$ cat src/rtl/pipe_pkg.sv
// Shared IF/ID pipeline definitions: NOP encoding, default bubble payload and the IF/ID bundle.
package pipe_pkg;

    localparam int unsigned XLEN     = 32;
    localparam int unsigned REG_AW   = 5;
    localparam int unsigned INSN_W   = 32;
    localparam int unsigned COUNT_W  = 2;

    // addi x0, x0, 0
    localparam logic [INSN_W-1:0] NOP_INSN       = 32'h0000_0013;
    localparam logic [INSN_W-1:0] BUBBLE_DEFAULT = NOP_INSN;

    typedef struct packed {
        logic [XLEN-1:0]   pc;
        logic [XLEN-1:0]   pc_p4;
        logic [INSN_W-1:0] instr;
        logic [REG_AW-1:0] rd;
    } if_id_t;

    // Number of held entries given the two valid bits.
    function automatic logic [COUNT_W-1:0] occupancy(input logic main_v, input logic skid_v);
        return COUNT_W'(main_v) + COUNT_W'(skid_v);
    endfunction

endpackage

$ cat src/rtl/dffe_sr.sv
// Enable flop with synchronous active-high reset to a parameterised value.
module dffe_sr #(
    parameter int unsigned      WIDTH   = 1,
    parameter logic [WIDTH-1:0] RST_VAL = '0
) (
    input  logic             clk,
    input  logic             rst,
    input  logic             en,
    input  logic [WIDTH-1:0] d,
    output logic [WIDTH-1:0] q
);

    always_ff @(posedge clk) begin
        if (rst) begin
            q <= RST_VAL;
        end else if (en) begin
            q <= d;
        end
    end

endmodule

$ cat src/rtl/pipe_reg_skid.sv
// Two-entry skid pipeline register: full throughput, registered in_ready, bubble on empty.
module pipe_reg_skid
    import pipe_pkg::*;
#(
    parameter int unsigned WIDTH  = XLEN,
    parameter logic [31:0] BUBBLE = BUBBLE_DEFAULT
) (
    input  logic             clk,
    input  logic             rst,
    input  logic             flush,
    input  logic             in_valid,
    input  logic [WIDTH-1:0] in_data,
    output logic             in_ready,
    output logic             out_valid,
    output logic [WIDTH-1:0] out_data,
    input  logic             out_ready,
    output logic [1:0]       count
);

    localparam logic [WIDTH-1:0] BUBBLE_W = WIDTH'(BUBBLE);

    logic             main_valid;
    logic             skid_valid;
    logic [WIDTH-1:0] main_data;
    logic [WIDTH-1:0] skid_data;

    logic             clr_c;
    logic             in_xfer_c;
    logic             out_xfer_c;
    logic             main_load_c;
    logic             skid_en_c;
    logic             skid_data_en_c;
    logic             main_valid_d_c;
    logic [WIDTH-1:0] main_data_d_c;
    logic             skid_valid_d_c;
    logic             main_valid_nx_c;
    logic             skid_valid_nx_c;
    logic [1:0]       count_d_c;

    // Flush shares the synchronous clear path, so rst and flush leave identical state.
    always_comb begin
        clr_c           = rst | flush;
        in_xfer_c       = in_valid & ~skid_valid;
        out_xfer_c      = main_valid & out_ready;
        main_load_c     = ~main_valid | out_xfer_c;

        main_valid_d_c  = skid_valid | in_xfer_c;
        main_data_d_c   = BUBBLE_W;
        if (skid_valid) begin
            main_data_d_c = skid_data;
        end else if (in_xfer_c) begin
            main_data_d_c = in_data;
        end

        // Skid drains into main whenever main frees; otherwise it catches the accepted input.
        skid_en_c       = main_load_c | in_xfer_c;
        skid_valid_d_c  = ~main_load_c;
        skid_data_en_c  = in_xfer_c & ~main_load_c;

        main_valid_nx_c = main_load_c ? main_valid_d_c : main_valid;
        skid_valid_nx_c = skid_en_c ? skid_valid_d_c : skid_valid;
        count_d_c       = occupancy(main_valid_nx_c, skid_valid_nx_c);
    end

    dffe_sr #(.WIDTH(1), .RST_VAL(1'b0)) u_main_valid (
        .clk (clk),
        .rst (clr_c),
        .en  (main_load_c),
        .d   (main_valid_d_c),
        .q   (main_valid)
    );

    dffe_sr #(.WIDTH(WIDTH), .RST_VAL(BUBBLE_W)) u_main_data (
        .clk (clk),
        .rst (clr_c),
        .en  (main_load_c),
        .d   (main_data_d_c),
        .q   (main_data)
    );

    dffe_sr #(.WIDTH(1), .RST_VAL(1'b0)) u_skid_valid (
        .clk (clk),
        .rst (clr_c),
        .en  (skid_en_c),
        .d   (skid_valid_d_c),
        .q   (skid_valid)
    );

    dffe_sr #(.WIDTH(WIDTH), .RST_VAL(BUBBLE_W)) u_skid_data (
        .clk (clk),
        .rst (clr_c),
        .en  (skid_data_en_c),
        .d   (in_data),
        .q   (skid_data)
    );

    // Occupancy and ready kept in their own flops so both are plain register outputs.
    dffe_sr #(.WIDTH(2), .RST_VAL(2'd0)) u_count (
        .clk (clk),
        .rst (clr_c),
        .en  (1'b1),
        .d   (count_d_c),
        .q   (count)
    );

    dffe_sr #(.WIDTH(1), .RST_VAL(1'b1)) u_in_ready (
        .clk (clk),
        .rst (clr_c),
        .en  (1'b1),
        .d   (~skid_valid_nx_c),
        .q   (in_ready)
    );

    assign out_valid = main_valid;
    assign out_data  = main_data;

endmodule

$ cat config.mk
export PLATFORM = sky130hd
export DESIGN_NAME = pipe_reg_skid
export DESIGN_NICKNAME = d
export VERILOG_FILES = /design/src/rtl/pipe_pkg.sv /design/src/rtl/dffe_sr.sv /design/src/rtl/pipe_reg_skid.sv
export SDC_FILE = /design/constraint.sdc
export NUM_CORES = 1
export LEC_CHECK = 0
export ABC_AREA = 1
export CELL_PAD_IN_SITES_DETAIL_PLACEMENT = 0
export CELL_PAD_IN_SITES_GLOBAL_PLACEMENT = 1
export CORE_MARGIN = 10
export CORE_UTILIZATION = 34
export CTS_CLUSTER_SIZE = 25
export DETAILED_ROUTE_END_ITERATION = 8
export PLACE_DENSITY = 0.83
export REMOVE_ABC_BUFFERS = 1
export SLEW_MARGIN = 20
export SYNTH_ARGS = -nofsm -noshare
export SYNTH_HDL_FRONTEND = slang
export SYNTH_SLANG_ARGS = --single-unit
$ cat constraint.sdc
create_clock -name clk -period 1.2 [get_ports clk]
set_input_delay 0.36 -clock clk [delete_from_list [all_inputs] [get_ports clk]]
set_output_delay 0.36 -clock clk [all_outputs]
set_load 0.01 [all_outputs]
==> results of run 1 <==
==> metal layers <==
layer / global-route usage [%] / part of all wire (%) / vias up
li1: - / - / 1539
met1: 15.37 / 42 / 1419
met2: 22.91 / 52 / 69
met3: 4.199 / 5.5 / 2
met4: 3.008 / 0.30 / 0
met5: 0 / 0 / -
==> cells in the final DEF, fill, tap and decap left out <==
| master | count |
|---|---|
| nand2_1 | 108 |
| nor2_1 | 88 |
| inv_1 | 38 |
| dfxtp_1 | 35 |
| clkdlybuf4s50_1 | 33 |
| dfxtp_2 | 33 |
| a21oi_1 | 29 |
| nand3_1 | 29 |
| buf_2 | 26 |
| o21ai_0 | 20 |
| buf_6 | 14 |
| buf_12 | 11 |
| o21ai_1 | 9 |
| clkbuf_8 | 9 |
| buf_4 | 9 |
| nand3_2 | 7 |
| clkbuf_16 | 7 |
| nor2_4 | 4 |
| or2_2 | 3 |
| bufbuf_16 | 3 |
| inv_2 | 2 |
| inv_4 | 2 |
| clkinvlp_4 | 2 |
| inv_6 | 2 |
| bufinv_16 | 2 |
| dlygate4sd2_1 | 2 |
| nand2_8 | 1 |
| nand2_2 | 1 |
| a21oi_2 | 1 |
| clkinv_2 | 1 |
| dlymetal6s2s_1 | 1 |
| dfxtp_4 | 1 |
==> worst paths after layout <==
| path | to | slack, ns | cells after the start |
|---|---|---|---|
| min | u_skid_data.q[1] | 0.47 | 2 |
| max reg2reg | u_skid_data.q[7] | -0.01 | 8 |
| min reg2reg | u_skid_data.q[1] | 0.47 | 2 |
| max | u_main_data.q[12] | -0.01 | 6 |
==> Yosys cell counts, drive strengths merged <==
library cell,count,area share [%]
or2,3,0.63
buf,26,5.4
inv,42,5.3
dfxtp,69,46
nand2,110,14
o21ai,29,4.8
a21oi,30,5.0
clkbuf,2,0.25
nand3,36,6.0
nor2,92,12
==> worst max-delay path, stage by stage <==
cell and delay, ns:
clkdlybuf4s50_1 0.44, nor2_4 0.16, buf_12 0.15, buf_12 0.13, o21ai_0 0.10, nor2_1 0.14
==> kinds of logic (layout without fill, tap and decap cells) <==
logic type,after synthesis,count (layout)
AOI/OAI and AO/OA,59,59
buffers and inverters,70,164
DFF,69,69
and+or+nand+nor,241,241
==> state kept, by name (all words and copies together), names as in the netlist <==
signal          flops
u_main_data.q      32
u_in_ready.q        1
u_count.q           2
u_skid_valid.q      1
u_skid_data.q      32
u_main_valid.q      1
==> timing repair <==
action / CTS / global route
hold buffers: 0 / 0
setup endpoints to repair: 102 / 69
pin swaps: 2 / 7
gates resized for setup: 161 / 52
cloned: 3 / 9
setup buffers: 1 / 5
endpoints found under the hold margin: 0 / 0
==> power groups by stage <==
stage	sequential (mW)	combinational, mW	clock, mW
6_report	2.37	0.698	2.13
2_1_floorplan	2.43	0.235	0
4_1_cts	2.36	0.606	2.18
5_1_grt	2.38	0.761	2.26
3_3_place_gp	2.42	0.586	0
3_5_place_dp	2.42	0.593	0
==> through the flow <==
stage / setup WS [ns] / total power [mW]
CTS: 0.00002909 / 5.154
global route: -0.05691 / 5.396
detailed placement: -0.4495 / 3.009
floorplan: -1.394 / 2.669
global placement: -0.4247 / 3.002
finish: -0.01435 / 5.197
==> layout make-up <==
class | count | area, µm² | share of cell area [%]
tap | 108 | 135.1 | 3.007
clock buffer | 9 | 123.9 | 2.756
timing repair buffer | 106 | 1209 | 26.89
sequential | 69 | 1426 | 31.74
multi-input combinational | 300 | 1340 | 29.82
inverter | 42 | 162.7 | 3.619
clock inverter | 7 | 97.59 | 2.171
==> metrics.md, run 1 <==
| Metric | Value |
|---|---|
| Crit Reg-Reg Startpoint | `u_main_valid.q` |
| DR vias/cell | `4.725` |
| FILL cells | `~820` |
| DRT Pass-1 Iters | `4` |
| Placed Instances | `607` |
| Post-Synth Adder-Cell Area | `0%` |
| Worst Path Arrival | `1.48 ns` |
| Setup Skew | `about 0.0057 ns` |
| Die area | `0.01296 mm²` |
| Main combinational cell family by area after synthesis | `simple AND/OR/NAND/NOR gates` |
| H-Tree Depth | `3` |
| Clk pin slew, worst setup/hold paths | `0.08 ns` |
| Tightest Hold Check Type | `flop to flop` |
| Average wire per standard cell | `14.86 µm` |
| Slew of the pin with the lowest slew margin | `between 0.15 and 0.2 ns` |
| Post-DP HPWL | `5.273 mm` |
| DR iter-0 viols | `137` |
| Mux cell area share after synthesis | `0%` |
| Post-synthesis cell area | `0.002994 mm²` |
| Post-synthesis xor/xnor area fraction | `0%` |
| Gpl congestion | `0.7602` |
| Crit path max fanout | `11` |
| Placed inst area | `0.003908 mm²` |
| Failing checks | `setup timing` |
| Sequential Power Share | `a little under half` |
| Clk pwr share | `41.0%` |
| Worst Setup Start Kind | `input port` |
| Fraction of layout cells with a size suffix above 1 | `about a quarter` |
| Yosys reg bits | `69` |
| Total grt overflow | `0` |
| CTS tree | `built` |
| Crit path capture type | `flop` |
| # diodes | `0` |
| Antenna violations before repair | `0` |
| Largest net degree at the start of global routing | `43` |
| Vias in the first global route | `2,921` |
| P_sw | `1.305 mW` |
| Crit path kind | `input port to flop` |
| Synth Area in Simple Gates | `about 33%` |
| PwrDens | `1156 mW/mm²` |
| Hold WS | `around 0.47 ns` |
| Status | `finished with violations` |
| Setup-failing EPs final | `2` |
| Sw Share | `25.12%` |
| Fin worst setup slack | `-0.01435 ns` |
| Complex-gate fraction of the synthesized area | `9.862%` |
| Tmin final | `about 1.2 ns` |
| I/O Buffers | `72` |
| Clock tree root driver cell | `clkbuf_8` |
| First-pass GRT wire length | `between 10 and 15 mm` |
| Sequential area share after synthesis | `46.13%` |
| TNS Setup | `-0.02035 ns` |
| Internal | `3.891 mW` |
| Core area | `0.008636 mm²` |
| Post-Layout Cell Count | `approximately 640` |
| Yosys warns | `0` |
| Vias | `about 3,000` |
| Netlist cell types | `17` |
| Final period util | `101.2%` |
| Number of max-cap violations | `0` |
| Syn Area/Cell | `roughly 6.8 µm²` |
| I/O pin total | `73` |
| Initial Util | `approximately a third` |
| Final Hold Vio Count | `0` |
| Clock Tree Buf Depth | `2` |
| Clk_lat worst skew | `0.34 ns` |
| Die width | `113.8 µm` |
| Core Rows | `34` |
| Post-synthesis cell count | `between 400 and 500` |
| CP Launch Point | `flush` |
| Clk sink count | `69` |
| Slew margin rel. | `approximately 87%` |
| Crit path required time | `1.47 ns` |
| Finished Cell Area | `0.004494 mm²` |
| Tot GR Track Use | `13.16%` |
| Comb pwr share | `13.4%` |
| Drt drc | `0` |
| Final Core Density | `52.04%` |
| Worst Min Path Start | `u_skid_data.q[1]` |
| Area Overhead vs Synth | `50.10%` |
| Final nets | `roughly 570` |
| Die height | `113.8 µm` |
| Max Fclk | `just over 800 MHz` |
| Drt total wl | `9.523 mm` |
| RSZ-0062 raised after global routing | `yes` |
| CTS buffer count | `9` |
| VDD IR max | `652.9 µV` |
| LEAKAGE | `2.091 nW` |
| Final ANT Viol Nets | `0` |
| Slew Limit Fails | `0` |
Power figures use the tool's default switching activity.
==> run 2, diff against run 1 <==
CORE_ASPECT_RATIO = 1.1   (was unset)
==> run 2 against run 1 <==
Effect of this change:
- the run still ends with setup timing left
- design area down 1.3%
- combinational power shrank 5.7%
- sequential share of layout area hardly changed
- non-clock buffer count increased by 2
- register-to-register slack got worse by 0.04 ns
- sequential power barely moved
- clock-buffer cell count increased by 1
- clock skew is 0.0014 ns lower
- cell count up 0.62%
- power down 2.4%
- via count decreased by 2.6%
- critical path type is now flop to flop
- critical endpoint is now u_skid_data.q[31]
- largest cell class unchanged
- largest power group unchanged
==> metrics.md, run 2 (same netlist as run 1, synthesis figures left out) <==
| Metric | Value |
|---|---|
| Status | `finished with violations` |
| Failing checks | `setup timing` |
| PwrDens | `1143 mW/mm²` |
| Crit path capture type | `flop` |
| # diodes | `0` |
| VDD IR max | `719.2 µV` |
| Power Total | `between 5 and 6 mW` |
| Crit path max fanout | `4` |
| Worst Path Arrival | `around 1.5 ns` |
| Fin worst setup slack | `-0.05202 ns` |
| LEAKAGE | `2.058 nW` |
| DR vias/cell | `~4.6` |
| CTS buffer count | `9` |
| Finished Cell Area | `0.004438 mm²` |
| Fraction of layout cells with a size suffix above 1 | `27.72%` |
| Core Rows | `35` |
| Clock tree root driver cell | `clkbuf_8` |
| Slew Limit Fails | `0` |
| Total grt overflow | `0` |
| First-pass GRT wire length | `between 10 and 15 mm` |
| Commonest non-fill, non-tap cell in the layout | `nand2_1` |
| CP Launch Point | `u_main_valid.q` |
| Placed inst area | `0.003936 mm²` |
| RR Endpoint | `u_skid_data.q[31]` |
| CTS tree | `built` |
| Core area | `0.008496 mm²` |
| Die area | `0.01296 mm²` |
| Placed Instances | `just over 600` |
| Hold Buf Count CTS | `0` |
| RSZ-0062 raised after global routing | `yes` |
| Final Hold Vio Count | `0` |
| DRT Pass-1 Iters | `6` |
| Setup-failing EPs final | `19` |
| Clk_lat worst skew | `0.34 ns` |
| Die width | `109.5 µm` |
| Clk sink count | `a little under 70` |
| I/O pin total | `between 70 and 80` |
| Clock Tree Buf Depth | `2` |
| Slew margin rel. | `a little over four fifths` |
| Initial Util | `between 30% and 40%` |
| Final ANT Viol Nets | `0` |
| Vias in the first global route | `2,713` |
| Vias | `2,951` |
| Post-DP HPWL | `5.481 mm` |
| Placement Setup Slack | `-0.4659 ns` |
| TNS Setup | `-0.4553 ns` |
| H-Tree Depth | `3` |
| Area Overhead vs Synth | `48.22%` |
| Final period util | `104.3%` |
| I/O Buffers | `72` |
| Antenna violations before repair | `0` |
| Final nets | `567` |
| Biggest regs | `u_main_data.q x32, u_skid_data.q x32, u_count.q x2` |
| Worst Setup Start Kind | `flop` |
| Setup Skew | `0.004306 ns` |
| Average wire per standard cell | `13.62 µm` |
| R2r setup slk | `-0.05 ns` |
| CP Capture Point | `u_skid_data.q[31]` |
| Die height | `118.4 µm` |
| Crit Reg-Reg Startpoint | `u_main_valid.q` |
| DR iter-0 viols | `93` |
| Tot GR Track Use | `12.71%` |
| Tightest Hold Check Type | `flop to flop` |
| Max Fclk | `798.7 MHz` |
| Drt total wl | `8.786 mm` |
| Commonest cells after routing, fill and taps aside | `nand2_1, nor2_1, dfxtp_1` |
| Clk pin slew, worst setup/hold paths | `0.07 ns` |
| Post-Layout Cell Count | `645` |
| Slew of the pin with the lowest slew margin | `about 0.24 ns` |
| Crit path kind | `flop to flop` |
| R2r worst-path depth | `8` |
| Number of max-cap violations | `0` |
| Largest net degree at the start of global routing | `between 40 and 50` |
| Crit path required time | `1.44 ns` |
| Drt drc | `0` |
| Gpl congestion | `0.7263` |
| Tmin final | `1.252 ns` |
-- run 2: cell count changes in the layout (fill, tap and decap cells not counted), moves of 3 or more --
cell	change
clkbuf_16	-3
o21ai_0	+6
dfxtp_2	-10
nand3_2	+10
o21ai_1	-6
nand2_1	-6
dfxtp_1	+11
bufbuf_16	-3
buf_12	-3
nand2_2	+6
nand3_1	-10
buf_2	+3
buf_6	+3
-- run 2: worst max-delay path, stage by stage (launching register included) --
cell and delay (ns):
dfxtp_2 0.34, buf_6 0.11, inv_4 0.03, nor2_4 0.16, buf_6 0.18, clkbuf_16 0.16, nand3_2 0.06, nand2_1 0.06
nor2_1 0.05
-- run 2: stage by stage --
step           util [%]  hold slack [ns]
2_1_floorplan         -           0.4342
3_3_place_gp      46.33           0.4451
3_5_place_dp      46.33           0.4565
4_1_cts           49.73           0.4726
5_1_grt           52.24           0.4933
6_report          52.24           0.4678
-- run 2: worst min-delay path by stage --
stage / from / end / slack (ns) / cells past startpoint
final: u_skid_data.q[0] / u_skid_data.q[0] / 0.47 / 2
after global routing: u_skid_data.q[0] / u_skid_data.q[0] / 0.49 / 2
after CTS: u_skid_data.q[0] / u_skid_data.q[0] / 0.47 / 2
after detailed placement: u_skid_data.q[0] / u_skid_data.q[0] / 0.46 / 2
after global placement: u_skid_data.q[4] / u_skid_data.q[4] / 0.45 / 2
after floorplan: u_skid_data.q[0] / u_skid_data.q[0] / 0.43 / 2
-- run 2: timing repair --
item,CTS,global route
gates cloned,3,4
pin swaps,3,8
gates resized for setup,176,47
buffers inserted,9,3
setup endpoints to repair,105,69
-- run 2: routing by layer --
| layer | up-vias | global-route usage (%) | part of all wire (%) | routed length, µm |
|---|---|---|---|---|
| met5 | - | 0 | 0 | 0 |
| met4 | 0 | 4.072 | 1.8 | 161 |
| met3 | 12 | 5.163 | 6.9 | 610 |
| met2 | 71 | 19.21 | 45 | 3990 |
| met1 | 1329 | 16.00 | 46 | 4024 |
| li1 | 1539 | - | - | - |
-- run 2: area by class of cell --
type,count,area [µm²]
Clock inverter,5,75.07
Tap cell,111,138.9
Multi-Input combinational cell,300,1396
Sequential cell,69,1410
Inverter,42,162.7
Clock buffer,10,137.6
Timing Repair Buffer,108,1117
Fill cell,843,4058
-- run 2: power by group --
group          switching, mW  internal [mW]  leakage, nW  total (mW)
Sequential            0.0262           2.34        0.567        2.37
Clock                  0.839           1.20        0.112        2.04
Combinational          0.326          0.332         1.38       0.658
Total                   1.19           3.88         2.06        5.07
